==> src/rtl/attenuator.sv <==
// Button-stepped volume-cut stage: a debounced active-low push button cycles
// the target attenuation 0->1->2->3->0, and the applied shift ramps one step
// per RAMP_SAMPLES valid samples toward that target to avoid zipper noise.
// Optional build macro: ATTENUATOR_MUTE_EN (applied level 3 hard-mutes output).
//
// Button FSM states:
//   state   | meaning
//   IDLE    | button released; next debounced press advances the target
//   PRESSED | press accepted; waiting for debounced release
module attenuator #(
   parameter int DEBOUNCE_CYCLES = 16,
   parameter int RAMP_SAMPLES    = 64
) (
   input  logic        Clk,
   input  logic        Reset,
   input  logic        Button,
   input  logic        Sample_valid,
   input  logic [15:0] Data_in,
   output logic [15:0] Data_out,
   output logic        Out_valid,
   output logic [1:0]  atten_level
);

   localparam int DW = (DEBOUNCE_CYCLES > 2) ? $clog2(DEBOUNCE_CYCLES) : 1;
   localparam int RW = (RAMP_SAMPLES > 1) ? $clog2(RAMP_SAMPLES) : 1;
   localparam logic [DW-1:0] DEB_LAST  = DW'(DEBOUNCE_CYCLES - 1);
   localparam logic [RW-1:0] RAMP_LAST = RW'(RAMP_SAMPLES - 1);

   typedef enum logic {IDLE = 1'b0, PRESSED = 1'b1} state_t;

   logic          sync1_q, sync2_q;
   logic          deb_q, deb_d;
   logic [DW-1:0] deb_cnt_q, deb_cnt_d;
   state_t        state_q, state_d;
   logic          level_inc;
   logic [1:0]    level_q, level_d;
   logic [1:0]    applied_q, applied_d;
   logic [RW-1:0] ramp_cnt_q, ramp_cnt_d;
   logic [15:0]   dout_q, dout_d;
   logic          oval_q, oval_d;
   logic [15:0]   shifted;

   // Two-flop synchronizer; released (1) out of reset.
   always_ff @(posedge Clk or posedge Reset) begin
      if (Reset) begin
         sync1_q <= 1'b1;
         sync2_q <= 1'b1;
      end else begin
         sync1_q <= Button;
         sync2_q <= sync1_q;
      end
   end

   // Debouncer: a new sync value must persist DEBOUNCE_CYCLES clocks.
   always_comb begin
      deb_d     = deb_q;
      deb_cnt_d = deb_cnt_q;
      if (sync2_q == deb_q) begin
         deb_cnt_d = '0;
      end else if (deb_cnt_q == DEB_LAST) begin
         deb_d     = sync2_q;
         deb_cnt_d = '0;
      end else begin
         deb_cnt_d = deb_cnt_q + 1'b1;
      end
   end

   // Button FSM state register.
   always_ff @(posedge Clk or posedge Reset) begin
      if (Reset) state_q <= IDLE;
      else       state_q <= state_d;
   end

   // Button FSM next state: one step per debounced press, however long held.
   always_comb begin
      state_d = state_q;
      case (state_q)
         IDLE:    if (!deb_q) state_d = PRESSED;
         PRESSED: if (deb_q)  state_d = IDLE;
         default: state_d = IDLE;
      endcase
   end

   // Button FSM output: pulse the target increment on entry to PRESSED.
   always_comb begin
      level_inc = 1'b0;
      if (state_q == IDLE && !deb_q) level_inc = 1'b1;
   end

   // Target level wraps naturally in two bits (3 -> 0).
   always_comb begin
      level_d = level_q + {1'b0, level_inc};
   end

   // Ramp: applied level moves one step toward target every RAMP_SAMPLES samples.
   always_comb begin
      applied_d  = applied_q;
      ramp_cnt_d = ramp_cnt_q;
      if (Sample_valid) begin
         if (applied_q == level_q) begin
            ramp_cnt_d = '0;
         end else if (ramp_cnt_q != RAMP_LAST) begin
            ramp_cnt_d = ramp_cnt_q + 1'b1;
         end else begin
            ramp_cnt_d = '0;
            if (level_q > applied_q) applied_d = applied_q + 2'd1;
            else                     applied_d = applied_q - 2'd1;
         end
      end
   end

   // Datapath: arithmetic shift by the level applied before this edge's update.
   always_comb begin
`ifdef ATTENUATOR_MUTE_EN
      if (applied_q == 2'd3) shifted = 16'h0000;
      else                   shifted = $signed(Data_in) >>> applied_q;
`else
      shifted = $signed(Data_in) >>> applied_q;
`endif
      dout_d = dout_q;
      oval_d = 1'b0;
      if (Sample_valid) begin
         dout_d = shifted;
         oval_d = 1'b1;
      end
   end

   // Control and datapath registers.
   always_ff @(posedge Clk or posedge Reset) begin
      if (Reset) begin
         deb_q      <= 1'b1;
         deb_cnt_q  <= '0;
         level_q    <= 2'd0;
         applied_q  <= 2'd0;
         ramp_cnt_q <= '0;
         dout_q     <= 16'h0000;
         oval_q     <= 1'b0;
      end else begin
         deb_q      <= deb_d;
         deb_cnt_q  <= deb_cnt_d;
         level_q    <= level_d;
         applied_q  <= applied_d;
         ramp_cnt_q <= ramp_cnt_d;
         dout_q     <= dout_d;
         oval_q     <= oval_d;
      end
   end

   assign Data_out    = dout_q;
   assign Out_valid   = oval_q;
   assign atten_level = level_q;

endmodule

==> config.mk <==
export PLATFORM = sky130hd
export DESIGN_NAME = attenuator
export DESIGN_NICKNAME = d
export VERILOG_FILES = /design/src/rtl/attenuator.sv
export SDC_FILE = /design/constraint.sdc
export NUM_CORES = 1
export LEC_CHECK = 0
export BUFFER_PORTS_ARGS = -buffer_cell sky130_fd_sc_hd__buf_4
export CORE_MARGIN = 10
export CORE_UTILIZATION = 25
export CTS_CLUSTER_DIAMETER = 200
export DETAILED_ROUTE_END_ITERATION = 10
export SETUP_SLACK_MARGIN = 0.1
export SYNTH_ARGS = -nofsm -noshare
export SYNTH_HDL_FRONTEND = slang
export SYNTH_SLANG_ARGS = --single-unit
==> constraint.sdc <==
create_clock -name Clk -period 4.8 [get_ports Clk]
set_input_delay 0.96 -clock Clk [delete_from_list [all_inputs] [get_ports Clk]]
set_output_delay 0.96 -clock Clk [all_outputs]
set_load 0.01 [all_outputs]
---- Yosys cells after proc, flatten, opt, wreduce, memory -nomap -nowiden ----
Cells that the tools add are included.
storage, ports and cells
  flip-flop bits (word level) ............. 35
  input port bits ......................... 20
  output and inout port bits .............. 19
  logic and storage cells ................. 37
cells by class
  add/subtract/negate cells ............... 5
  order comparisons ....................... 1
  eq/ne operators ......................... 4
  shifts and indexed selects .............. 1
  muxes and demuxes ....................... 8
  bitwise gates (word level) .............. 4
  reductions and logical operators ........ 4
operators with widths
  cell                   count
  $sshr A16 B2 Y16       1
  $mux W6                2
  $mux W4                2
  $add A6 B1 Y6 const B  1
  $ne A6 B6 Y1 const B   1
  $add A4 B1 Y4 const B  1
  $eq A4 B4 Y1 const B   1
  $not A1 Y1             4
  $mux W1                3
  $reduce_and A3 Y1      1
  $add A2 B1 Y2          1
  $add A2 B1 Y2 const B  1
  $eq A2 B2 Y1           1
  $gt A2 B2 Y1           1
  $mux W2                1
  $reduce_and A2 Y1      1
  $sub A2 B1 Y2 const B  1
  $eq A1 B1 Y1           1
  $logic_and A1 B1 Y1    1
  $logic_not A1 Y1       1

---- Depth between registers and ports, before layout ----
Gate-level depths: netlist of the first run.
  word-level depth ........................ 4
  gate-level depth with buffers ........... 8
  depth with buffers taken out ............ 6

---- Least setup slack after synthesis of the first run ----
OpenSTA, ideal clock, no wires.
  path type ............................... in2reg
  start point ............................. input port Data_in[13]
  end point ............................... register dout_q[10], in the netlist Data_out[10]
  setup time .............................. 0.125 ns
  data arrival time ....................... 1.651 ns
  required time ........................... 4.675 ns
  setup slack ............................. 3.024 ns
  cell stages on the path ................. 2
  path buffers ............................ 0
  path through ............................ mux4_2 -> mux2_4
between the ends
  word-level cells in the longest chain between the ends .. 1
RTL lines
  item                  line  RTL
  from (decl)           18    input logic [15:0] Data_in,
  $sshr A16 B2 Y16      118   shifted = $signed(Data_in) >>> applied_q;
  to (signal assigned)  144   dout_q <= dout_d;
  to (decl)             39    logic [15:0] dout_q, dout_d;
Every way passes these cells.
A chain may end at the register's enable or synchronous reset.

---- Final worst setup path of the first run ----
  start point ............................. register applied_q[0]
  end point ............................... register applied_q[1]
between the ends
  word-level cells in the longest chain between the ends .. 3
  elaborated cells on any way between the ends .. 7
  classes of those cells .................. add/sub (2); order compare (1); eq/ne (1); mux (1); bitwise (1); reduce/logical (1)
RTL lines
  item                                                                   line  RTL
  from (decl)                                                            37    logic [1:0] applied_q, applied_d;
  from (signal assigned)                                                 142   applied_q <= applied_d;
  parallel branches: the longest is 3 deep, another holds $sub A2 B1 Y2  n/a
Several ways; the timed one is not identified.

==> results.toml, run 1 <==
[sta]
fin_crit_sh_pct = 44.66
rsz0062_at_grt = "no"
finalMaxSlewViolations = 0
fin_skew_ps = 10.01
fin_crit_ps = 2144
fmax_ghz = 0.4665
fin_worst_hold_slack_ps = 353.1
setup_slack_ps = 2656
tightest_slew_ps = 843.6
finalSetupViolations = 0
fin_setup_tns_ps = 0
maxSlewHeadroom_pct = 43.76
hold_viol = 0

[setup_path]
critPathMaxFanout = 20
required_ps = 4960
path_cells = "ha_1, a21bo_2, nor3_2, o21ai_0, xnor2_1"
setup.worst_path.end_class = "flop"
reg2reg_depth = 5
critPathSlowestCell = "dfrtp_1"
crit_path_start_kind = "flop"
reg2reg_slack_ps = 2660
timing.rr.end = "applied_q[1]"
crit_family = "flip-flops"
worstSetupPathType = "reg2reg"
path_buf_inv = 0
r2r-start = "applied_q[0]"
slowest_delay_ps = 900
worstPathArrival_ps = 2300

[cts]
cts_root_buf = "clkbuf_8"
cts_buffers = 5
cts.sinks = 35
tritoncts = "done"
postCtsHoldBufs = 0
htreeDepth = 2
cts_setup_buffers = 0
cts_resized = 0
clock_latency_ps = 290
clk_pin_slew_ps = 80
clockBufferDepth = 2

[drt]
drc = 0
drt-initial-drc-count = 45
routed_wl_um = 3876
wl_per_cell_um = 13.79
via_count = 1228
drt_pass1_iterations = 4
postRouteAntennaNets = 0
via_per_inst = 4.370

[logic_synthesis]
yosys_warnings = 0
ys_async_sr_fraction_pct = 100.0
synth-seq-cells = 35
netlist_area_mm2 = 0.001819
synth-main-ff-cell = "dfrtp_1"
synth.most_common_cell = "dfrtp_1"
synth_seq_area_share_pct = 48.35
synth_edf_count = 0
syn_nets = 166
yosysTopAreaCellShare_pct = 44.02
synth_area_leaders = "dfrtp_1, mux4_2, mux2_4"
syn-instance-count = 141
synth_area_per_cell_um2 = 12.90
ys_top_cells_by_count = "dfrtp_1, mux4_2, o21ai_0"
yosys.cell_types.count = 33
netlist.top_cell.by_area = "dfrtp_1"

[placed_design]
gp_congestion = 0.7595
hpwl_um = 2891
placed_area_mm2 = 0.002191
io_buffers = 38
dp_slack_ps = 2633

[flow_run]
drv_cap = 0

[worst_hold_path]
hold_path_class = "reg2reg"
min_from = "sync1_q"
hold-path-endpoint = "sync2_q"
min_path_cells = 0

[pwr]
power_leakage_uw = 0.001006
irDropWorstVdd_v = 0.0001364
power_per_cell_area_mw_per_mm2 = 314.9

[die]
dieArea_mm2 = 0.01109
start_util_pct = 25.35
die_x_um = 105.3
die_h_um = 105.3
core-area_mm2 = 0.007176
io-pin-count = 39
rows = 31

[final_layout]
fin_nets = 206
final_util_pct = 32.01
antenna_cells = 0
post_route_cells_drive_above_1_share_pct = 41.76
fin_area_mm2 = 0.002297
areaGrowthSynthToFinish_pct = 26.27

[grt]
grt_pass1_wl_um = 6713
antenna_found_initial = 0
grt_pass1_vias = 1309
grt-ovfl-total = 0
grt_usage_pct = 7.495
grt_max_degree = 36

[status]
status = "finished clean"
[metrics by stage]
step                      cells  power [µW]
after floorplan             141       414.0
after CTS                   281       737.6
after global routing        281       767.2
final                       281       723.4
after global placement      273       470.0
after detailed placement    273       471.4
[worst max-delay path by stage]
stage,cells after the start,endpoint,slack [ps],from
5_1_grt,5,applied_q[1],2470,applied_q[0]
6_report,5,applied_q[1],2660,applied_q[0]
3_3_place_gp,5,applied_q[1],2680,Sample_valid
3_5_place_dp,5,applied_q[1],2630,applied_q[0]
2_1_floorplan,2,Data_out[10],3020,Data_in[13]
4_1_cts,5,applied_q[1],2610,applied_q[0]
[routing by layer]
| layer | wire, µm | GRT usage, % |
|---|---|---|
| met5 | 0 | 0 |
| met4 | 62 | 3.235 |
| met3 | 272 | 3.045 |
| met2 | 1698 | 10.58 |
| met1 | 1844 | 9.832 |
[sequential cells by signal, indices dropped and copies added, names as in the netlist]
signal	count
deb_q	1
deb_cnt_q	4
sync2_q	1
applied_q	2
ramp_cnt_q	6
atten_level	2
Data_out	16
Out_valid	1
state_q	1
sync1_q	1
[area by class of cell]
class,count,area [µm²]
inverter,6,22.52
sequential,35,879.6
clock buffer,7,76.32
timing repair buffer,39,292.8
multi-input combinational,94,872.1
fill,739,4878
clock inverter,1,30.03
tap,99,123.9
[power by group]
group / internal [µW] / switching, µW / total, µW
sequential: 320 / 20.3 / 340
combinational: 72.0 / 50.7 / 123
clock: 155 / 105 / 260
total: 548 / 176 / 723
[worst register-to-register path: stages, from the launching register on]
cell and delay, ps:
dfrtp_1 900, ha_1 400, a21bo_2 240, nor3_2 160, o21ai_0 160, xnor2_1 150
[placed cells by master, fill, tap and decap left out, types with 2 or more instances in the layout]
| cell | count |
|---|---|
| mux2i_1 | 3 |
| nor2_1 | 9 |
| clkbuf_8 | 5 |
| dfrtp_1 | 32 |
| xor2_1 | 2 |
| nor2b_1 | 3 |
| buf_4 | 39 |
| ha_1 | 5 |
| xnor2_1 | 3 |
| mux2_4 | 8 |
| clkbuf_1 | 2 |
| mux4_2 | 10 |
| a21oi_1 | 7 |
| o2bb2ai_1 | 2 |
| o21ai_0 | 10 |
| mux2_2 | 8 |
| dfstp_2 | 3 |
| inv_1 | 6 |
| nand3_1 | 4 |
| nand2_1 | 7 |
[cells by family (layout without fill, tap and decap cells)]
kind of cell,after synthesis,in the layout,synth area share (%)
and+or+nand+nor,29,29,7.841
AOI/OAI and AO/OA,26,26,8.666
muxes,29,29,25.59
adders and majority gates,5,5,3.439
buffers and inverters,12,53,3.714
xor gates and xnor gates,5,5,2.408
DFF,35,35,48.35
(Power assumes the default switching activity.)
==> run 2: changes to the inputs <==
- clock period: 4.8 -> 1.7 ns (I/O delays scaled with it)
==> run 2 against run 1 <==
  * Combinational power increased to 3.0 times the previous value
  * Setup slack worse by 2500 ps
  * Largest cell class is now multi-input combinational cells
  * Wire length rose by 0.23%
  * Cell count up 2.1%
  * Non-clock buffer count is 6 higher
  * Die area is the same
  * Sequential power increased to 2.8 times the previous value
  * Power grew to 2.9 times the previous value
  * Clock power increased to 3.0 times the previous value
  * Critical endpoint is now Data_out[12]
==> results.toml, run 2 (synthesis gave the netlist of run 1 again) <==
[pwr]
pwr-share-seq_pct = 45.4
switching_share_pct = 24.16
switchingPower_uw = 507.7
pwr-share-comb_pct = 17.5
irDropWorstVdd_v = 0.0002847
power_leakage_uw = 0.001065
power.total_uw = 2101
p_int_uw = 1593
power_per_cell_area_mw_per_mm2 = 871.8
clock_power_share_pct = 37.1

[sta]
hold_viol = 0
tightest_slew_ps = 454.2
fin_crit_ps = 1514
finalMaxSlewViolations = 0
finalSetupViolations = 0
fin_crit_sh_pct = 89.08
fin_skew_ps = 7.569
rsz0062_at_grt = "no"
fin_setup_tns_ps = 0
fmax_ghz = 0.6603
maxSlewHeadroom_pct = 69.72
fin_worst_hold_slack_ps = 155.3

[grt]
grt_usage_pct = 7.455
antenna_found_initial = 0
grt_max_degree = 36
grt_pass1_vias = 1331
grt-ovfl-total = 0
grt_pass1_wl_um = 6630

[cts]
htreeDepth = 2
clock_latency_ps = 290
clk_pin_slew_ps = 70
cts.sinks = 35
postCtsHoldBufs = 0
clockBufferDepth = 2
cts_buffers = 5
tritoncts = "done"
cts_root_buf = "clkbuf_8"

[die]
dieArea_mm2 = 0.01109
rows = 31
start_util_pct = 25.35
die_h_um = 105.3
core-area_mm2 = 0.007176
die_x_um = 105.3
io-pin-count = 39

[drt]
routed_wl_um = 3885
drc = 0
drt_pass1_iterations = 4
via_count = 1241
postRouteAntennaNets = 0
via_per_inst = 4.324
wl_per_cell_um = 13.54
drt-initial-drc-count = 82

[setup_path]
critPathMaxFanout = 19
worstSetupPathType = "reg2reg"
critPathSlowestCell = "mux4_2"
slowest_delay_ps = 510
setup.worst_path.end_class = "flop"
path_cells = "buf_12, mux4_2, mux2_4"
worstPathArrival_ps = 1690
crit_path_start_kind = "flop"
required_ps = 1880

[final_layout]
final_util_pct = 33.58
fillers = 722
largest_register_ff_count = 16
layout_common_cells = "buf_4, dfrtp_1, mux4_2"
post_route_cells_drive_above_1_share_pct = 46.81
layout_commonest_cell = "buf_4"
fin_nets = 212
areaGrowthSynthToFinish_pct = 32.46
antenna_cells = 0

[placed_design]
hpwl_um = 2870
io_buffers = 38
gp_congestion = 0.7357

[worst_hold_path]
hold_path_class = "in2async"

[flow_run]
drv_cap = 0

[status]
status = "finished clean"
run 2: cell type report:
class	instances	area, µm²	share of cell area, %
Clock inverter	2	35.03	1.454
Multi-Input combinational cell	94	913.4	37.90
Tap cell	99	123.9	5.140
Timing Repair Buffer	45	350.3	14.54
Clock buffer	6	82.58	3.427
Inverter	6	25.02	1.038
Sequential cell	35	879.6	36.50
run 2: critical path, delay by kind of cell, from the launching register on:
family | cells | cell delay, ps
buffers and inverters | 1 | 200
DFF | 1 | 430
muxes | 2 | 770
run 2: worst paths after layout:
path                                    from  slack [ps]  cells after the start            to
worst min register to register       sync1_q         360                      0       sync2_q
min in group Clk                      Button         160                      1       sync1_q
worst min-delay path                   Reset         160                      3       state_q
worst max register to register  applied_q[0]         190                      3  Data_out[12]
max in group asynchronous              Reset        1200                      3       sync2_q
worst max-delay path            applied_q[0]         190                      3  Data_out[12]
run 2: power by group through the flow:
stage | clock [µW] | combinational, µW | sequential [µW]
final | 780 | 367 | 953
after global routing | 853 | 409 | 965
after CTS | 812 | 374 | 954
after detailed placement | 0 | 373 | 968
after global placement | 0 | 369 | 968
after floorplan | 0 | 190 | 983
run 2: what timing repair did:
action                                  in CTS  in global routing
endpoints found under the setup margin       0                  3
setup buffers                                0                  1
endpoints found under the hold margin        0                  0
resized for setup                            0                  2
run 2: metal layers:
layer	vias to the layer above	track usage, %	routed length, µm
met5	-	0	0
met4	0	2.941	65
met3	4	4.141	268
met2	24	11.16	1780
met1	610	8.692	1770
li1	603	-	-
run 2: metrics by stage:
stage | cells | setup WS [ps] | cell area [µm²]
after floorplan | 141 | 83.75 | 1853
after global placement | 278 | 200.9 | 2268
after detailed placement | 278 | 167.5 | 2268
after CTS | 286 | 151.5 | 2386
after global routing | 287 | 105.9 | 2410
final | 287 | 185.6 | 2410
